## src/rtl/decode_queue.sv

```systemverilog
`default_nettype none
// ============================================================================
// Module      : decode_queue
// Description : Instruction buffer and registered RV32I decoder between
//               fetch and dispatch. Raw words with PC and prediction enter a
//               circular queue. The head entry is decoded into a valid/ready
//               output register. Supports whole-queue flush and a global
//               stall through rdy_in.
//               Optional build macro: DECODE_ILLEGAL_CHECK_EN enables the
//               illegal-encoding check. When the macro is undefined,
//               out_illegal is tied low.
// Revision    : 1.0 - initial release
// ============================================================================
module decode_queue #(
    parameter int DEPTH_LOG  = 3,
    parameter int ADDR_WIDTH = 32
) (
    input  logic                  clk_in,
    input  logic                  rst_in,
    input  logic                  rdy_in,
    input  logic                  flush,
    input  logic                  if_valid,
    input  logic [31:0]           if_inst,
    input  logic [ADDR_WIDTH-1:0] if_pc,
    input  logic                  if_pred_jump,
    output logic                  if_full,
    output logic                  out_valid,
    input  logic                  out_ready,
    output logic [6:0]            out_op,
    output logic [4:0]            out_rd,
    output logic [4:0]            out_rs1,
    output logic [4:0]            out_rs2,
    output logic [31:0]           out_imm,
    output logic [ADDR_WIDTH-1:0] out_pc,
    output logic                  out_pred_jump,
    output logic                  out_is_branch,
    output logic                  out_is_j_type,
    output logic                  out_is_load_store,
    output logic                  out_illegal
);

    localparam int DEPTH = 1 << DEPTH_LOG;
    localparam logic [DEPTH_LOG:0]   FULL_COUNT = (DEPTH_LOG + 1)'(DEPTH);
    localparam logic [DEPTH_LOG:0]   COUNT_ONE  = (DEPTH_LOG + 1)'(1);
    localparam logic [DEPTH_LOG-1:0] PTR_ONE    = DEPTH_LOG'(1);

    // Major opcodes (inst[6:0])
    localparam logic [6:0] OPC_R     = 7'b0110011;
    localparam logic [6:0] OPC_I     = 7'b0010011;
    localparam logic [6:0] OPC_L     = 7'b0000011;
    localparam logic [6:0] OPC_S     = 7'b0100011;
    localparam logic [6:0] OPC_B     = 7'b1100011;
    localparam logic [6:0] OPC_JAL   = 7'b1101111;
    localparam logic [6:0] OPC_JALR  = 7'b1100111;
    localparam logic [6:0] OPC_LUI   = 7'b0110111;
    localparam logic [6:0] OPC_AUIPC = 7'b0010111;

    // Core-wide operation codes presented on out_op
    localparam logic [6:0] OP_NULL  = 7'd0;
    localparam logic [6:0] OP_LUI   = 7'd1;
    localparam logic [6:0] OP_AUIPC = 7'd2;
    localparam logic [6:0] OP_JAL   = 7'd3;
    localparam logic [6:0] OP_JALR  = 7'd4;
    localparam logic [6:0] OP_BEQ   = 7'd5;
    localparam logic [6:0] OP_BNE   = 7'd6;
    localparam logic [6:0] OP_BLT   = 7'd7;
    localparam logic [6:0] OP_BGE   = 7'd8;
    localparam logic [6:0] OP_BLTU  = 7'd9;
    localparam logic [6:0] OP_BGEU  = 7'd10;
    localparam logic [6:0] OP_LB    = 7'd11;
    localparam logic [6:0] OP_LH    = 7'd12;
    localparam logic [6:0] OP_LW    = 7'd13;
    localparam logic [6:0] OP_LBU   = 7'd14;
    localparam logic [6:0] OP_LHU   = 7'd15;
    localparam logic [6:0] OP_SB    = 7'd16;
    localparam logic [6:0] OP_SH    = 7'd17;
    localparam logic [6:0] OP_SW    = 7'd18;
    localparam logic [6:0] OP_ADDI  = 7'd19;
    localparam logic [6:0] OP_SLTI  = 7'd20;
    localparam logic [6:0] OP_SLTIU = 7'd21;
    localparam logic [6:0] OP_XORI  = 7'd22;
    localparam logic [6:0] OP_ORI   = 7'd23;
    localparam logic [6:0] OP_ANDI  = 7'd24;
    localparam logic [6:0] OP_SLLI  = 7'd25;
    localparam logic [6:0] OP_SRLI  = 7'd26;
    localparam logic [6:0] OP_SRAI  = 7'd27;
    localparam logic [6:0] OP_ADD   = 7'd28;
    localparam logic [6:0] OP_SUB   = 7'd29;
    localparam logic [6:0] OP_SLL   = 7'd30;
    localparam logic [6:0] OP_SLT   = 7'd31;
    localparam logic [6:0] OP_SLTU  = 7'd32;
    localparam logic [6:0] OP_XOR   = 7'd33;
    localparam logic [6:0] OP_SRL   = 7'd34;
    localparam logic [6:0] OP_SRA   = 7'd35;
    localparam logic [6:0] OP_OR    = 7'd36;
    localparam logic [6:0] OP_AND   = 7'd37;

    // Queue storage and pointers
    logic [31:0]           r_inst_mem [DEPTH];
    logic [ADDR_WIDTH-1:0] r_pc_mem   [DEPTH];
    logic [DEPTH-1:0]      r_pred_mem;
    logic [DEPTH_LOG-1:0]  r_head;
    logic [DEPTH_LOG-1:0]  r_tail;
    logic [DEPTH_LOG:0]    r_count;

    // Control
    logic w_enq;
    logic w_pop;
    logic w_drain;

    // Decode of the head entry
    logic [31:0] w_inst;
    logic [6:0]  w_opcode;
    logic [2:0]  w_funct3;
    logic [6:0]  w_op;
    logic [6:0]  w_op_final;
    logic [4:0]  w_rd;
    logic [4:0]  w_rs1;
    logic [4:0]  w_rs2;
    logic [31:0] w_imm;
    logic        w_is_branch;
    logic        w_is_j_type;
    logic        w_is_load_store;
    logic        w_illegal;

    assign if_full  = (r_count == FULL_COUNT);
    // A stalled cycle or a flush cycle blocks both ends of the queue.
    assign w_enq    = rdy_in && !flush && if_valid && !if_full;
    assign w_pop    = rdy_in && !flush && (r_count != '0) && (!out_valid || out_ready);
    assign w_drain  = rdy_in && !flush && out_valid && out_ready;

    assign w_inst   = r_inst_mem[r_head];
    assign w_opcode = w_inst[6:0];
    assign w_funct3 = w_inst[14:12];

    // Write incoming words at the tail. The payload needs no reset because count gates reads.
    always_ff @(posedge clk_in) begin
        if (w_enq) begin
            r_inst_mem[r_tail] <= if_inst;
            r_pc_mem[r_tail]   <= if_pc;
            r_pred_mem[r_tail] <= if_pred_jump;
        end
    end

    // Update the head, tail and occupancy count. A flush collapses the queue to empty.
    always_ff @(posedge clk_in or posedge rst_in) begin
        if (rst_in) begin
            r_head  <= '0;
            r_tail  <= '0;
            r_count <= '0;
        end else if (rdy_in) begin
            if (flush) begin
                r_head  <= r_tail;
                r_count <= '0;
            end else begin
                if (w_enq) r_tail <= r_tail + PTR_ONE;
                if (w_pop) r_head <= r_head + PTR_ONE;
                if (w_enq && !w_pop)      r_count <= r_count + COUNT_ONE;
                else if (!w_enq && w_pop) r_count <= r_count - COUNT_ONE;
            end
        end
    end

    // Decode the head word into operation, indices, immediate and class flags.
    always_comb begin
        w_op            = OP_NULL;
        w_rd            = w_inst[11:7];
        w_rs1           = w_inst[19:15];
        w_rs2           = 5'd0;
        w_imm           = 32'd0;
        w_is_branch     = 1'b0;
        w_is_j_type     = 1'b0;
        w_is_load_store = 1'b0;
        case (w_opcode)
            OPC_R: begin
                w_rs2 = w_inst[24:20];
                case (w_funct3)
                    3'b000:  w_op = w_inst[30] ? OP_SUB : OP_ADD;
                    3'b001:  w_op = OP_SLL;
                    3'b010:  w_op = OP_SLT;
                    3'b011:  w_op = OP_SLTU;
                    3'b100:  w_op = OP_XOR;
                    3'b101:  w_op = w_inst[30] ? OP_SRA : OP_SRL;
                    3'b110:  w_op = OP_OR;
                    default: w_op = OP_AND;
                endcase
            end
            OPC_I: begin
                w_imm = {{20{w_inst[31]}}, w_inst[31:20]};
                case (w_funct3)
                    3'b000:  w_op = OP_ADDI;
                    3'b010:  w_op = OP_SLTI;
                    3'b011:  w_op = OP_SLTIU;
                    3'b100:  w_op = OP_XORI;
                    3'b110:  w_op = OP_ORI;
                    3'b111:  w_op = OP_ANDI;
                    3'b001: begin
                        w_op  = OP_SLLI;
                        w_imm = {27'd0, w_inst[24:20]};
                    end
                    default: begin
                        w_op  = w_inst[30] ? OP_SRAI : OP_SRLI;
                        w_imm = {27'd0, w_inst[24:20]};
                    end
                endcase
            end
            OPC_L: begin
                w_is_load_store = 1'b1;
                w_imm = {{20{w_inst[31]}}, w_inst[31:20]};
                case (w_funct3)
                    3'b000:  w_op = OP_LB;
                    3'b001:  w_op = OP_LH;
                    3'b010:  w_op = OP_LW;
                    3'b100:  w_op = OP_LBU;
                    3'b101:  w_op = OP_LHU;
                    default: w_op = OP_NULL;
                endcase
            end
            OPC_S: begin
                w_is_load_store = 1'b1;
                w_rd  = 5'd0;
                w_rs2 = w_inst[24:20];
                w_imm = {{20{w_inst[31]}}, w_inst[31:25], w_inst[11:7]};
                case (w_funct3)
                    3'b000:  w_op = OP_SB;
                    3'b001:  w_op = OP_SH;
                    3'b010:  w_op = OP_SW;
                    default: w_op = OP_NULL;
                endcase
            end
            OPC_B: begin
                w_is_branch = 1'b1;
                w_is_j_type = 1'b1;
                w_rd  = 5'd0;
                w_rs2 = w_inst[24:20];
                w_imm = {{20{w_inst[31]}}, w_inst[7], w_inst[30:25], w_inst[11:8], 1'b0};
                case (w_funct3)
                    3'b000:  w_op = OP_BEQ;
                    3'b001:  w_op = OP_BNE;
                    3'b100:  w_op = OP_BLT;
                    3'b101:  w_op = OP_BGE;
                    3'b110:  w_op = OP_BLTU;
                    3'b111:  w_op = OP_BGEU;
                    default: w_op = OP_NULL;
                endcase
            end
            OPC_JAL: begin
                w_op        = OP_JAL;
                w_is_j_type = 1'b1;
                w_rs1       = 5'd0;
                w_imm = {{12{w_inst[31]}}, w_inst[19:12], w_inst[20], w_inst[30:21], 1'b0};
            end
            OPC_JALR: begin
                w_op        = OP_JALR;
                w_is_j_type = 1'b1;
                w_imm       = {{20{w_inst[31]}}, w_inst[31:20]};
            end
            OPC_LUI: begin
                w_op  = OP_LUI;
                w_rs1 = 5'd0;
                w_imm = {w_inst[31:12], 12'd0};
            end
            OPC_AUIPC: begin
                w_op  = OP_AUIPC;
                w_rs1 = 5'd0;
                w_imm = {w_inst[31:12], 12'd0};
            end
            default: begin
                w_op = OP_NULL;
            end
        endcase
    end

`ifdef DECODE_ILLEGAL_CHECK_EN
    // Flag encodings outside RV32I. Bit 30 selects only SUB/SRA/SRAI.
    always_comb begin
        w_illegal = 1'b0;
        case (w_opcode)
            OPC_R: begin
                w_illegal = !((w_inst[31:25] == 7'b0000000) ||
                              ((w_inst[31:25] == 7'b0100000) &&
                               ((w_funct3 == 3'b000) || (w_funct3 == 3'b101))));
            end
            OPC_I: begin
                if (w_funct3 == 3'b001)
                    w_illegal = (w_inst[31:25] != 7'b0000000);
                else if (w_funct3 == 3'b101)
                    w_illegal = !((w_inst[31:25] == 7'b0000000) ||
                                  (w_inst[31:25] == 7'b0100000));
            end
            OPC_L:     w_illegal = (w_funct3 == 3'b011) || (w_funct3 == 3'b110) ||
                                   (w_funct3 == 3'b111);
            OPC_S:     w_illegal = (w_funct3 >= 3'b011);
            OPC_B:     w_illegal = (w_funct3 == 3'b010) || (w_funct3 == 3'b011);
            OPC_JALR:  w_illegal = (w_funct3 != 3'b000);
            OPC_JAL, OPC_LUI, OPC_AUIPC: w_illegal = 1'b0;
            default:   w_illegal = 1'b1;
        endcase
    end
    assign w_op_final = w_illegal ? OP_NULL : w_op;
`else
    assign w_illegal  = 1'b0;
    assign w_op_final = w_op;
`endif

    // Output register: load on pop, drop when consumed with nothing behind it, clear on flush.
    always_ff @(posedge clk_in or posedge rst_in) begin
        if (rst_in) begin
            out_valid         <= 1'b0;
            out_op            <= OP_NULL;
            out_rd            <= 5'd0;
            out_rs1           <= 5'd0;
            out_rs2           <= 5'd0;
            out_imm           <= 32'd0;
            out_pc            <= '0;
            out_pred_jump     <= 1'b0;
            out_is_branch     <= 1'b0;
            out_is_j_type     <= 1'b0;
            out_is_load_store <= 1'b0;
            out_illegal       <= 1'b0;
        end else if (rdy_in) begin
            if (flush) begin
                out_valid <= 1'b0;
            end else if (w_pop) begin
                out_valid         <= 1'b1;
                out_op            <= w_op_final;
                out_rd            <= w_rd;
                out_rs1           <= w_rs1;
                out_rs2           <= w_rs2;
                out_imm           <= w_imm;
                out_pc            <= r_pc_mem[r_head];
                out_pred_jump     <= r_pred_mem[r_head];
                out_is_branch     <= w_is_branch;
                out_is_j_type     <= w_is_j_type;
                out_is_load_store <= w_is_load_store;
                out_illegal       <= w_illegal;
            end else if (w_drain) begin
                out_valid <= 1'b0;
            end
        end
    end

endmodule
`default_nettype wire
```

## config.mk

```make
export PLATFORM = sky130hd
export DESIGN_NAME = decode_queue
export DESIGN_NICKNAME = d
export VERILOG_FILES = /design/src/rtl/decode_queue.sv
export SDC_FILE = /design/constraint.sdc
export NUM_CORES = 1
export LEC_CHECK = 0
export ABC_AREA = 1
export BUFFER_PORTS_ARGS = -buffer_cell sky130_fd_sc_hd__buf_4
export CORE_AREA = 2 2 201 203
export DETAILED_ROUTE_END_ITERATION = 12
export DIE_AREA = 0 0 203 205
export PLACE_DENSITY = 0.87
export SYNTH_ARGS = -nofsm -noshare
export SYNTH_HDL_FRONTEND = slang
export SYNTH_SLANG_ARGS = --single-unit
```

## constraint.sdc

```tcl
create_clock -name clk_in -period 11 [get_ports clk_in]
set_input_delay 0 -clock clk_in [delete_from_list [all_inputs] [get_ports clk_in]]
set_output_delay 0 -clock clk_in [all_outputs]
set_load 0.05 [all_outputs]
```

==> flow_metrics.tcl, run 1 <==
set metrics [dict create \
    die_h_um 205 \
    die_width_um 203 \
    rsz0062_at_grt "false" \
    syn_to_final_growth_pct 15.8 \
    critical_path_class "reg2reg" \
    cts_resized 0 \
    hpwl_um 34300 \
    r2r_setup_slack_ns 6.40 \
    gr-max-usage-layer "met2" \
    final.min_clock_period_ns 4.60 \
    core-area_sq_um 39400 \
    io_buffers 161 \
    clock_latency_ns 0.61 \
    htree_num_levels 2 \
    wl_um 64000 \
    setup_violations 0 \
    gr-usage-met3_pct 4.58 \
    via_per_inst 6.20 \
    cts_num_sinks 620 \
    design_power_total_uw 7270 \
    clockBufferDepth 3 \
    synthCells 2135 \
    final_max_slew_viol_count 0 \
    ir_drop_v 0.000203 \
    grt_pass1_wl_um 97700 \
    cellPowerDensity_nw_per_um2 249 \
    dr.first_iter.drc_count 2437 \
    timing.rr.end "out_imm[13]" \
    syn_avg_cell_area_sq_um 11.8 \
    drtAntennaViolNets 0 \
    path_clk_slew_ns 0.06 \
    routabilityCongestion 0.880 \
    ys.warnings.count 0 \
    drive_gt1_share_pct 13.5 \
    setup_tns_ns 0 \
    cts_tree "done" \
    synth_area_sq_um 25300 \
    drc_errors 0 \
    synth.distinct_cells 42 \
    slew-limit-headroom_pct 21.5 \
    cp_data_arrival_time_ns 5.14 \
    initial_utilization_pct 64.2 \
    use_met2_pct 51.7 \
    grt_overflow 0 \
    crit_path_start_kind "register" \
    grt_usage_pct 30.6 \
    p_leak_uw 0.0114 \
    cap_viol_max_count 0 \
    utilization_pct 74.3 \
    numCtsBuffers 57 \
    synth_edf_count 520 \
    wl_per_cell_um 22.1 \
    grt_pass1_vias 17594 \
    hp-class "in2async" \
    fmaxAchievable_mhz 217 \
    skew_ns 0.0183 \
    r2r-start "r_head[0]" \
    firstDrtPassIters 6 \
    die_area_sq_um 41600 \
    hold_viol 0 \
    vias 17935 \
    tightestPinTransition_ns 1.18 \
    final_nets 2394 \
    clockRootBuffer "clkbuf_16" \
    grt_max_degree 147 \
    end_kind "register" \
    crit_path_max_fanout 116 \
    outcome "completed" \
    synth-seq-cells 620 \
    worstPathRequired_ns 11.54 \
    fin_crit_sh_pct 41.8 \
    antenna_found_initial 2 \
    seq_area_frac_synth_pct 71.7 \
    async_flop_share_pct 16.1 \
    reg2regPathDepth 14 \
    placementRows 73 \
    grt_use_met1_pct 40.7 \
    synth_flop_cell "edfxtp_1" \
    ios 164 \
]
through the flow:
step | worst slack [ns] | cell area [sq um] | std cells | hold WS (ns)
after floorplan | 6.85 | 25300 | 2136 | 0.0989
after global placement | 6.75 | 26600 | 2714 | 0.0947
after detailed placement | 6.53 | 26600 | 2714 | 0.103
after CTS | 6.49 | 29300 | 2892 | 0.0569
after global routing | 6.14 | 29300 | 2893 | 0.102
final | 6.40 | 29300 | 2893 | 0.0364
worst max-delay path, stage by stage, from the launching register on:
cell and delay [ns]:
dfrtp_4 0.93, buf_4 0.73, buf_4 0.98, nand3_1 0.21, nand3_1 0.17, nand3_1 0.12
nand2_2 0.19, inv_2 0.08, nor2_2 0.20, nand2_1 0.18, nand2_2 0.28, nand2_1 0.15
nand3_1 0.11, nand2_1 0.05, nand2_1 0.08
power breakdown:
part | switching [uW] | total [uW] | internal (uW)
registers | 171 | 2930 | 2760
clock network | 862 | 2010 | 1150
logic | 1710 | 2340 | 628
cell families (layout without fill, tap and decap cells):
kind of cell             Yosys count  after routing  share of synthesized area, %
other                              1              3                        0.0148
adder cells (fa/ha/maj)            5              5                         0.277
XOR/XNOR                           4              4                         0.139
flip-flops                       620            620                          71.7
AO/OA/AOI/OAI                    362            362                          8.64
buffers and inverters            211            442                          4.08
AND/OR/NAND/NOR                  932            932                          15.1
cells in the final DEF, fill, tap and decap left out, drive strengths merged, types with 3 or more instances in the layout:
cell type and count:
a21oi 25, a22o 4, a31oi 7, a32o 7, buf 179, bufinv 5, clkbuf 79, clkinv 23
dfrtp 100, dlygate4sd3 70, edfxtp 520, ha 4, inv 84, nand2 522, nand3 173, nor2 232
o211ai 13, o21ai 212, o221ai 55, o22ai 33, o31ai 4, xor2 3
worst max-delay path by stage:
stage               start                to  slack [ns]  cells past startpoint
6_report        r_head[0]       out_imm[13]        6.40                     14
5_1_grt         r_head[0]       out_imm[13]        6.14                     14
4_1_cts         r_head[0]       out_imm[13]        6.49                     14
3_5_place_dp    r_head[0]       out_imm[13]        6.53                     14
3_3_place_gp    r_head[0]       out_imm[13]        6.75                     14
2_1_floorplan  r_count[2]  r_inst_mem[0][0]        6.85                      5
cell type report:
class | instances | area, sq um
fill | 2300 | 10100
timing repair buffer | 249 | 2040
antenna | 1 | 2.50
inverter | 85 | 332
multi-input combinational | 1305 | 6190
clock buffer | 79 | 1610
tap | 525 | 657
sequential | 620 | 18100
clock inverter | 29 | 300
cell usage after synthesis, types with 2 or more instances:
library cell    n  share of area (%)
a21oi_1        25               0.50
o21ai_1        15               0.30
inv_2           4              0.059
o221ai_1       55                1.9
o21ai_0       195                3.9
a31oi_1         7               0.17
dfrtp_1       100                9.9
nand3b_1        2              0.059
nand2_2        15               0.37
buf_4          21               0.62
nand2_1       507                7.5
ha_1            4               0.20
edfxtp_1      520                 62
buf_6          12               0.53
nand3_2         3               0.12
o22ai_1        33               0.82
a32o_1          7               0.28
buf_2          40               0.79
clkbuf_1       47               0.70
nor2_1        226                3.4
xor2_1          3               0.10
nor2_2          2              0.050
o31ai_1         4               0.12
nand3_1       170                3.4
buf_1           5              0.074
nor2_4          4               0.18
o211ai_1       13               0.39
a22o_1          4               0.14
inv_1          79                1.2
layer usage:
| layer | up-vias | share of wire [%] |
|---|---|---|
| li1 | 7904 | - |
| met3 | 168 | 9.9 |
| met1 | 8652 | 37 |
| met4 | 2 | 3.0 |
| met2 | 1209 | 50 |
| met5 | - | 0.017 |
state kept, by name (all words and copies together), names as in the netlist:
name	count
out_rd	5
r_count	4
r_pred_mem	8
r_inst_mem	256
out_imm	32
r_tail	3
out_op	6
out_is_branch	1
out_is_load_store	1
out_is_j_type	1
r_head	3
out_valid	1
out_rs2	5
r_pc_mem	256
out_pc	32
out_rs1	5
out_pred_jump	1
timing repair:
| action | in CTS | in global routing |
|---|---|---|
| hold endpoints to repair | 568 | 0 |
| setup buffers | 0 | 0 |
| hold buffers | 70 | 0 |
Note: power is estimated with default switching activity, not from simulation.
==> run 2, diff against run 1 <==
--- a/config.mk
+++ b/config.mk
@@ -7,10 +7,10 @@
 export LEC_CHECK = 0
 export ABC_AREA = 1
 export BUFFER_PORTS_ARGS = -buffer_cell sky130_fd_sc_hd__buf_4
-export CORE_AREA = 2 2 201 203
+export CORE_AREA = 2 2 218 220
 export DETAILED_ROUTE_END_ITERATION = 12
-export DIE_AREA = 0 0 203 205
-export PLACE_DENSITY = 0.87
+export DIE_AREA = 0 0 220 222
+export PLACE_DENSITY = 0.79
 export SYNTH_ARGS = -nofsm -noshare
 export SYNTH_HDL_FRONTEND = slang
 export SYNTH_SLANG_ARGS = --single-unit
==> constraint.sdc (replaced) <==
create_clock -name clk_in -period 3.7 [get_ports clk_in]
set_input_delay 0 -clock clk_in [delete_from_list [all_inputs] [get_ports clk_in]]
set_output_delay 0 -clock clk_in [all_outputs]
set_load 0.05 [all_outputs]
==> flow_metrics.tcl, run 2 (synthesis gave the netlist of run 1 again) <==
set metrics [dict create \
    worst-path-buf-inv 1 \
    wl_per_cell_um 21.0 \
    cap_viol_max_count 0 \
    stdcell_count 3001 \
    grt_overflow 0 \
    outcome "complete, but fails checks" \
    vias 17577 \
    cts_num_sinks 620 \
    crit_cells 12 \
    final_nets 2414 \
    design_power_total_uw 22100 \
    final_max_slew_viol_count 0 \
    fmaxAchievable_mhz 341 \
    hold_viol 1 \
    firstDrtPassIters 8 \
    critical_path_class "reg2reg" \
    grt_pass1_vias 17441 \
    critPathMaxStageDelay_ns 0.71 \
    cts_resized 0 \
    grt_usage_pct 25.8 \
    failed_checks "negative hold slack" \
    cts_tree "done" \
    ir_drop_v 0.000557 \
    final_common_cell "edfxtp_1" \
    end_kind "register" \
    r2r_setup_slack_ns 0.77 \
    reg2regPathDepth 12 \
    routabilityCongestion 0.864 \
    antenna_found_initial 5 \
    clockRootBuffer "clkbuf_16" \
    drive_gt1_share_pct 14.1 \
    worstPathRequired_ns 4.21 \
    syn_to_final_growth_pct 18.0 \
    crit_path_start_kind "register" \
    crit_path_max_fanout 43 \
    cp_top_family "simple AND/OR/NAND/NOR gates" \
    whs_ns -0.00140 \
    layout_common_cells "edfxtp_1 (520), nand2_1 (507), nor2_1 (217), o21ai_0 (195), buf_4 (187)" \
    clock_latency_ns 0.65 \
    cp_data_arrival_time_ns 3.44 \
    clockBufferDepth 3 \
    final.min_clock_period_ns 2.93 \
    io_buffers 161 \
    place_area_sq_um 27000 \
    setup_violations 0 \
    place_ws_ns 0.860 \
    skew_ns 0.0390 \
    slew-limit-headroom_pct 26.8 \
    placementRows 79 \
    r2r-start "r_head[1]" \
    endpoint "out_imm[13]" \
    crit_path_start "r_head[1]" \
    p_leak_uw 0.0115 \
    hp-class "in2async" \
    die_area_sq_um 48800 \
    die_h_um 222 \
    dr.first_iter.drc_count 2067 \
    timing.rr.end "out_imm[13]" \
    wl_um 63100 \
    initial_utilization_pct 54.6 \
    rsz0062_at_grt "false" \
    core-area_sq_um 46300 \
    drc_errors 0 \
    fin_crit_sh_pct 79.2 \
    numCtsBuffers 60 \
    largestRegisters "r_inst_mem (256), r_pc_mem (256)" \
    grt_pass1_wl_um 97200 \
    path_cells "inv_4 > nand3_1 > nand3_1 > nand2_2 > nand2_2 > nor2_4 > nand2_1 > nand2_2 > o21ai_4 > nand3_1 > nand2_1 > nand2_1" \
    hpwl_um 35100 \
    die_width_um 220 \
    critPathSlowestCell "dfrtp_4" \
    fin_ws_ns 0.771 \
    htree_num_levels 2 \
    finalInstanceArea_sq_um 29800 \
    cellPowerDensity_nw_per_um2 741 \
    ios 164 \
    path_clk_slew_ns 0.07 \
    dp.cells 2812 \
    tightestPinTransition_ns 1.10 \
    via_per_inst 5.86 \
    grt_max_degree 170 \
    drtAntennaViolNets 0 \
]
-- run 2: cell types whose count changed in the layout (fill, tap and decap cells not counted), moves of 4 or more --
cell,change
buf_12,+8
buf_4,+8
clkinv_1,+4
clkinv_2,-10
bufinv_16,+4
diode_2,+4
-- run 2: per-layer routing --
metal	vias up	GRT usage, %	part of all wire [%]
li1	7956	-	-
met1	8640	35.2	40
met2	863	42.5	49
met3	116	4.50	8.0
met4	2	7.88	2.4
met5	-	0	0.017
-- run 2: timing repair --
item,in CTS,in global routing
endpoints found under the hold margin,570,0
buffers inserted,0,0
hold buffers,71,0
-- run 2: worst min-delay path by stage --
stage,endpoint,slack (ns),from
floorplan,r_inst_mem[0][0],0.1,if_inst[0]
global placement,out_imm[19],0.14,rst_in
detailed placement,out_imm[19],0.15,rst_in
CTS,out_is_j_type,0.01,rst_in
global route,out_pc[31],0.07,rst_in
finish,out_is_j_type,-0.001,rst_in
-- run 2: tightest hold or removal path, cell delays in order --
cell and delay (ns):
dlygate4sd3_1 0.53, buf_4 0.14, inv_4 0.45
-- run 2: area by class of cell --
class                   instances  area [sq um]
flip-flops and latches        620         18100
repair buffers                266          2270
clock inverters                32           464
inverters                      85           330
multi-input cells            1305          6190
diodes                          5          12.5
fillers                      3357         16400
well taps                     607           759
clock buffers                  81          1660
-- run 2: power breakdown --
part           leakage (uW)  internal (uW)  switching (uW)  total [uW]
registers           0.00599           8200             438        8640
clock network       0.00102           3800            2660        6450
logic               0.00454           1930            5070        7000
-- run 2: metrics by stage --
stage / hold WS (ns) / utilization [%] / TNS (ns)
2_1_floorplan: 0.0989 / - / -117.96
3_3_place_gp: 0.143 / 58.3 / 0
3_5_place_dp: 0.147 / 58.3 / 0
4_1_cts: 0.0146 / 64.4 / 0
5_1_grt: 0.0657 / 64.4 / 0
6_report: -0.00140 / 64.5 / 0
